--- config.mk ---
export PLATFORM = sky130hd
export DESIGN_NAME = nic_mac_status_pipe_tx
export DESIGN_NICKNAME = d
export VERILOG_FILES = /design/src/rtl/nic_mac_status_pkg.sv /design/src/rtl/nic_status_debounce.sv /design/src/rtl/nic_mac_status_pipe_tx.sv
export SDC_FILE = /design/constraint.sdc
export NUM_CORES = 1
export LEC_CHECK = 0
export ABC_AREA = 1
export BUFFER_PORTS_ARGS = -buffer_cell sky130_fd_sc_hd__buf_2
export CAP_MARGIN = 10
export CELL_PAD_IN_SITES_DETAIL_PLACEMENT = 0
export CELL_PAD_IN_SITES_GLOBAL_PLACEMENT = 1
export CORE_MARGIN = 5
export CORE_UTILIZATION = 46
export DETAILED_ROUTE_END_ITERATION = 8
export GPL_TIMING_DRIVEN = 0
export PLACE_DENSITY = 0.91
export SLEW_MARGIN = 20
export SYNTH_ARGS = -nofsm -noshare
export SYNTH_HDL_FRONTEND = slang
export SYNTH_SLANG_ARGS = --single-unit
--- constraint.sdc ---
create_clock -name clk -period 4.27 [get_ports clk]
set_input_delay 0.427 -clock clk [delete_from_list [all_inputs] [get_ports clk]]
set_output_delay 0.427 -clock clk [all_outputs]
set_load 0.02 [all_outputs]
--- src/rtl/nic_mac_status_pkg.sv ---
// Shared definitions for the MAC status return path: status word layout and
// transmit FSM encoding.
package nic_mac_status_pkg;

    localparam int STAT_LINK_UP_BIT    = 0;
    localparam int STAT_RESET_DONE_BIT = 1;
    localparam int STAT_SEQ_LSB        = 4;

    typedef enum logic [1:0] {
        ST_INIT = 2'd0,
        ST_IDLE = 2'd1,
        ST_SEND = 2'd2
    } tx_state_e;

    // status is {reset_done, link_up}; unused bits 3:2 stay zero
    function automatic logic [7:0] make_status_word(input logic [1:0] status,
                                                    input logic [3:0] seq);
        logic [7:0] word;
        word = 8'h00;
        word[STAT_LINK_UP_BIT]    = status[0];
        word[STAT_RESET_DONE_BIT] = status[1];
        word[STAT_SEQ_LSB +: 4]   = seq;
        return word;
    endfunction

endpackage

--- src/rtl/nic_status_debounce.sv ---
// Two-flop synchroniser followed by a mismatch-counting debouncer for one
// asynchronous status bit.
module nic_status_debounce #(
    parameter int unsigned DEBOUNCE_CYCLES = 16
) (
    input  logic clk,
    input  logic reset,
    input  logic raw_in,
    output logic stable_out
);

    localparam logic [15:0] CNT_LAST = 16'(DEBOUNCE_CYCLES - 1);

    logic        sync1_q;
    logic        sync2_q;
    logic        stable_q;
    logic        stable_d;
    logic [15:0] cnt_q;
    logic [15:0] cnt_d;

    if (DEBOUNCE_CYCLES < 1 || DEBOUNCE_CYCLES > 65535) begin : g_bad_debounce
        $error("nic_status_debounce: DEBOUNCE_CYCLES must be 1..65535");
    end

    // The stable value flips on the DEBOUNCE_CYCLES-th consecutive mismatch.
    always_comb begin
        stable_d = stable_q;
        cnt_d    = 16'd0;
        if (sync2_q != stable_q) begin
            if (cnt_q == CNT_LAST) begin
                stable_d = sync2_q;
            end else begin
                cnt_d = cnt_q + 16'd1;
            end
        end
    end

    always_ff @(posedge clk) begin
        if (reset) begin
            sync1_q  <= 1'b0;
            sync2_q  <= 1'b0;
            cnt_q    <= 16'd0;
            stable_q <= 1'b0;
        end else begin
            sync1_q  <= raw_in;
            sync2_q  <= sync1_q;
            cnt_q    <= cnt_d;
            stable_q <= stable_d;
        end
    end

    assign stable_out = stable_q;

endmodule

--- src/rtl/nic_mac_status_pipe_tx.sv ---
// Writes debounced MAC status words into a req/ack output pipe: one word after
// reset, then one per status change, coalescing changes seen while stalled.
module nic_mac_status_pipe_tx #(
    parameter int unsigned DEBOUNCE_CYCLES = 16,
    parameter int          DATA_WIDTH      = 8
) (
    input  logic                  clk,
    input  logic                  reset,
    input  logic                  MAC_LINK_UP,
    input  logic                  MAC_RESET_DONE,
    output logic [DATA_WIDTH-1:0] MAC_STATUS_pipe_data,
    output logic                  MAC_STATUS_pipe_req,
    input  logic                  MAC_STATUS_pipe_ack,
    output logic [15:0]           words_sent
);

    import nic_mac_status_pkg::*;

    if (DATA_WIDTH != 8) begin : g_bad_width
        $error("nic_mac_status_pipe_tx: DATA_WIDTH must be 8");
    end

    logic        link_up_stable;
    logic        reset_done_stable;
    logic [1:0]  status;
    logic        xfer;

    tx_state_e   state_q, state_d;
    logic [7:0]  data_q, data_d;
    logic        req_q, req_d;
    logic [1:0]  last_sent_q, last_sent_d;
    logic [3:0]  seq_q, seq_d;
    logic [15:0] words_sent_q, words_sent_d;

    nic_status_debounce #(.DEBOUNCE_CYCLES(DEBOUNCE_CYCLES)) u_link_up_db (
        .clk        (clk),
        .reset      (reset),
        .raw_in     (MAC_LINK_UP),
        .stable_out (link_up_stable)
    );

    nic_status_debounce #(.DEBOUNCE_CYCLES(DEBOUNCE_CYCLES)) u_reset_done_db (
        .clk        (clk),
        .reset      (reset),
        .raw_in     (MAC_RESET_DONE),
        .stable_out (reset_done_stable)
    );

    assign status = {reset_done_stable, link_up_stable};
    assign xfer   = req_q & MAC_STATUS_pipe_ack;

    always_comb begin
        state_d      = state_q;
        data_d       = data_q;
        req_d        = req_q;
        last_sent_d  = last_sent_q;
        seq_d        = seq_q;
        words_sent_d = words_sent_q;
        case (state_q)
            ST_INIT: begin
                data_d  = make_status_word(status, seq_q);
                req_d   = 1'b1;
                state_d = ST_SEND;
            end
            ST_IDLE: begin
                if (status != last_sent_q) begin
                    data_d  = make_status_word(status, seq_q);
                    req_d   = 1'b1;
                    state_d = ST_SEND;
                end
            end
            ST_SEND: begin
                // Only the status present at transfer time matters, so any
                // changes during a stall collapse into at most one follow-up.
                if (xfer) begin
                    last_sent_d  = {data_q[STAT_RESET_DONE_BIT], data_q[STAT_LINK_UP_BIT]};
                    seq_d        = seq_q + 4'd1;
                    words_sent_d = words_sent_q + 16'd1;
                    if (status != last_sent_d) begin
                        data_d = make_status_word(status, seq_d);
                        req_d  = 1'b1;
                    end else begin
                        req_d   = 1'b0;
                        state_d = ST_IDLE;
                    end
                end
            end
            default: begin
                req_d   = 1'b0;
                state_d = ST_INIT;
            end
        endcase
    end

    always_ff @(posedge clk) begin
        if (reset) begin
            state_q      <= ST_INIT;
            data_q       <= 8'h00;
            req_q        <= 1'b0;
            last_sent_q  <= 2'b00;
            seq_q        <= 4'd0;
            words_sent_q <= 16'd0;
        end else begin
            state_q      <= state_d;
            data_q       <= data_d;
            req_q        <= req_d;
            last_sent_q  <= last_sent_d;
            seq_q        <= seq_d;
            words_sent_q <= words_sent_d;
        end
    end

    assign MAC_STATUS_pipe_data = data_q;
    assign MAC_STATUS_pipe_req  = req_q;
    assign words_sent           = words_sent_q;

endmodule

==> summary.md <==
| Metric | Value |
|---|---|
| R2R Setup Slk | `2.59 ns` |
| # hold bufs at CTS | `0` |
| Post-synth top area cell | `dfxtp_1` |
| Critical path cell sequence | `ha_1 > nand2_2 > nor2_4 > nand2_2 > nor3_4 > nand2_2 > nand2_2 > buf_6 > nor2_2` |
| Clk buf depth | `2` |
| Seq/Total Area, Yosys | `41.5%` |
| Nets@finish | `522` |
| Port buffer count | `27` |
| Max Fanout on Critical Path | `10` |
| Fin. max-slew vios | `0` |
| Post-route ant nets | `0` |
| Endpoint type of the worst setup path | `flip-flop` |
| Critical Path AT | `approximately 1.9 ns` |
| Crit-path max cell delay | `roughly 0.36 ns` |
| Internal power | `approximately 0.0011 W` |
| First-pass GRT wire length | `around 12000 um` |
| Hold path cells | `2` |
| Gate power share | `between 20 and 25%` |
| Buffers and inverters on the worst path | `1` |
| DIE AREA | `9040 sq um` |
| P_sw | `about 0.0005 W` |
| # rows | `31` |
| Area of the multi-input gates | `~1600 sq um` |
| Core footprint | `7140 sq um` |
| Setup_tns | `0 ns` |
| Final setup violation count | `0` |
| Fmax | `between 0.5 and 0.6 GHz` |
| 1st-iter DRT viols | `around 110` |
| CTS resizes | `0` |
| Seq. cell area | `1380 sq um` |
| Sequential power share | `approximately 45%` |
| Leakage | `about 1.4 nW` |
| Synth cell types | `28` |
| Gpl congestion | `about 0.8` |
| Avg Inst Size Synth | `7.03 sq um` |
| GRT Util Overall | `between 15 and 20%` |
| Hold Path Sink | `seq_q[1]$_SDFFE_PP0P_` |
| Period utilization | `around two fifths` |
| Die Wd | `~95 um` |
| Gr ovfl total | `0` |
| FF-to-FF path depth | `9` |
| CP top delay family | `simple AND/OR/NAND/NOR gates` |
| Commonest non-fill, non-tap cell in the layout | `nand2_1` |
| Maximum vdd ir drop | `between 200 and 300 uV` |
| Synth top area share | `41.5%` |
| Routed WL per cell | `10.7 um` |
| Drt first pass iters | `5` |
| Post-Synthesis Cells | `~470` |
| Clk slew on worst S/H paths | `0.07 ns` |
| Post-DP HPWL | `~5000 um` |
| Vias in the first global route | `around 2700` |
| Maxcap violations | `0` |
| CTS HTree Levels | `3` |
| CP most frequent cell | `nand2_2` |
| Sw frac | `30.7%` |
| CTS buffer count | `9` |
| Largest net degree at the start of global routing | `11` |
| Netlist Area Pre-Place | `3330 sq um` |
| CP max-delay cell | `dfxtp_1` |
| Area Growth Syn to Fin | `13.9%` |
| Synth warn | `0` |
| TritonCTS clock tree | `built` |
| Clk sink count | `~70` |
| CP Class | `reg -> reg` |
| Residual DRC | `0` |
| Worst Hold Class | `in -> reg` |
| Crit path launch type | `flip-flop` |
| Flops & latches, synth | `slightly below 70` |
| Post-route minimum period | `roughly 1.7 ns` |
| Status | `finished clean` |
| R2r startpoint | `u_reset_done_db.cnt_q[0]$_SDFF_PP0_` |
| Hold Fails Final Rpt | `0` |
| Worst Skew | `~0.010 ns` |
| Root buffer cell | `clkbuf_8` |
| Crit path required time | `~4.5 ns` |
| Via count | `between 2000 and 3000` |
| Vias/cell | `between 4 and 5` |
| Top cells by area, synth | `dfxtp_1, nand2_1, inv_1, nor2_1, a21oi_1` |
| Filler Cells Inserted | `~710` |
| Min Hold Slack | `0.311 ns` |
| # Post-CTS Setup Buffers | `0` |
| Pwr dens | `around 430 nW/um^2` |
| I/O pin total | `30` |
| Min-delay src | `reset` |
| R2R Path End | `u_reset_done_db.cnt_q[11]$_SDFF_PP0_` |
| Layout cells sized above 1 | `between 15 and 20%` |
| Clock group share of total power | `between 30 and 40%` |
| Die span in y | `approximately 95 um` |
| Most frequent cells in the layout | `nand2_1, inv_1, dfxtp_1` |
| Starting Density | `between 40% and 50%` |
| RSZ-0062 raised after global routing | `no` |
| Initial antenna violation count | `0` |
| Clock Latency Late Sink | `0.33 ns` |
| Total Wirelength | `6600 um` |
| Number of inserted diodes | `0` |
## synthesized netlist by cell type
library cell / number
nand2_1: 98
inv_1: 70
dfxtp_1: 69
nor2_1: 62
a21oi_1: 34
nand3_1: 29
o21ai_0: 22
nand4_1: 15
nor3_1: 12
xor2_1: 12
nand2_2: 9
nor2_2: 9
ha_1: 4
a21oi_2: 3
buf_6: 3
nor2_4: 3
xnor2_1: 3
a31oi_1: 2
buf_2: 2
buf_4: 2
clkbuf_1: 2
inv_2: 2
nor3_4: 2
buf_1: 1
conb_1: 1
nand2_4: 1
nor3_2: 1
or2_2: 1
## area by class of cell
| cell class | instances | share of cell area (%) |
|---|---|---|
| clock buffer | 13 | 4.45 |
| multi-input combinational | 324 | 42.5 |
| sequential | 69 | 36.4 |
| inverter | 72 | 7.12 |
| clock inverter | 1 | 0.792 |
| tap | 99 | 3.27 |
| buffer | 10 | 1.85 |
| timing repair buffer | 27 | 3.56 |
## worst register-to-register path: stages (launching register included)
cell and delay, ns:
dfxtp_1 0.36, ha_1 0.19, nand2_2 0.10, nor2_4 0.13, nand2_2 0.08, nor3_4 0.20
nand2_2 0.07, nand2_2 0.17, buf_6 0.20, nor2_2 0.06
## registers in the layout (all words and copies together), names as in the netlist
signal / count
u_reset_done_db.cnt_q: 16
MAC_STATUS_pipe_data: 6
seq_q: 4
last_sent_q: 2
u_reset_done_db.stable_out: 1
u_link_up_db.stable_out: 1
u_link_up_db.sync1_q: 1
MAC_STATUS_pipe_req: 1
u_link_up_db.sync2_q: 1
u_reset_done_db.sync2_q: 1
words_sent: 16
u_link_up_db.cnt_q: 16
u_reset_done_db.sync1_q: 1
state_q: 2
## per-stage QoR
stage	instance area (sq um)	setup slack [ns]	power [W]	utilization (%)	instances
floorplan	3340	2.83	0.00102	-	475
CTS	3790	2.58	0.00166	53.2	615
finish	3790	2.59	0.00164	53.2	615
detailed placement	3590	2.59	0.00112	50.4	601
global placement	3590	2.60	0.00111	50.4	601
global route	3790	2.46	0.00174	53.2	615
## per-layer routing
metal	up-vias	wire length (um)	global-route usage, %
li1	1575	-	-
met1	1307	3220	20.3
met2	40	3150	26.3
met3	4	185	2.53
met4	0	46	6.97
met5	-	0	0
## cells by family after synthesis
group | count (synthesis) | synth area share [%]
buf+inv | 82 | 10.2
xor+xnor | 15 | 3.94
compound gates | 61 | 9.58
flops | 69 | 41.5
fa+ha+maj | 4 | 1.50
other cells | 1 | 0.113
simple gates | 242 | 33.2
## worst max-delay path by stage
| stage | startpoint | endpoint | slack, ns | cells past startpoint |
|---|---|---|---|---|
| 5_1_grt | u_reset_done_db.cnt_q[0]$_SDFF_PP0_ | u_reset_done_db.cnt_q[11]$_SDFF_PP0_ | 2.46 | 9 |
| 3_5_place_dp | u_reset_done_db.cnt_q[0]$_SDFF_PP0_ | u_reset_done_db.cnt_q[11]$_SDFF_PP0_ | 2.59 | 9 |
| 3_3_place_gp | u_reset_done_db.cnt_q[0]$_SDFF_PP0_ | u_reset_done_db.cnt_q[11]$_SDFF_PP0_ | 2.60 | 9 |
| 2_1_floorplan | u_reset_done_db.cnt_q[0]$_SDFF_PP0_ | u_reset_done_db.cnt_q[11]$_SDFF_PP0_ | 2.83 | 9 |
| 4_1_cts | u_reset_done_db.cnt_q[0]$_SDFF_PP0_ | u_reset_done_db.cnt_q[11]$_SDFF_PP0_ | 2.58 | 9 |
| 6_report | u_reset_done_db.cnt_q[0]$_SDFF_PP0_ | u_reset_done_db.cnt_q[11]$_SDFF_PP0_ | 2.59 | 9 |
## power by group through the flow
stage / clock network [W] / logic, W / registers, W
after global routing: 0.000585 / 0.000422 / 0.000734
after floorplan: 0 / 0.000241 / 0.000782
after CTS: 0.000552 / 0.000376 / 0.000729
after global placement: 0 / 0.000372 / 0.000741
after detailed placement: 0 / 0.000374 / 0.000743
final: 0.000539 / 0.000370 / 0.000728
(Power assumes the default switching activity.)
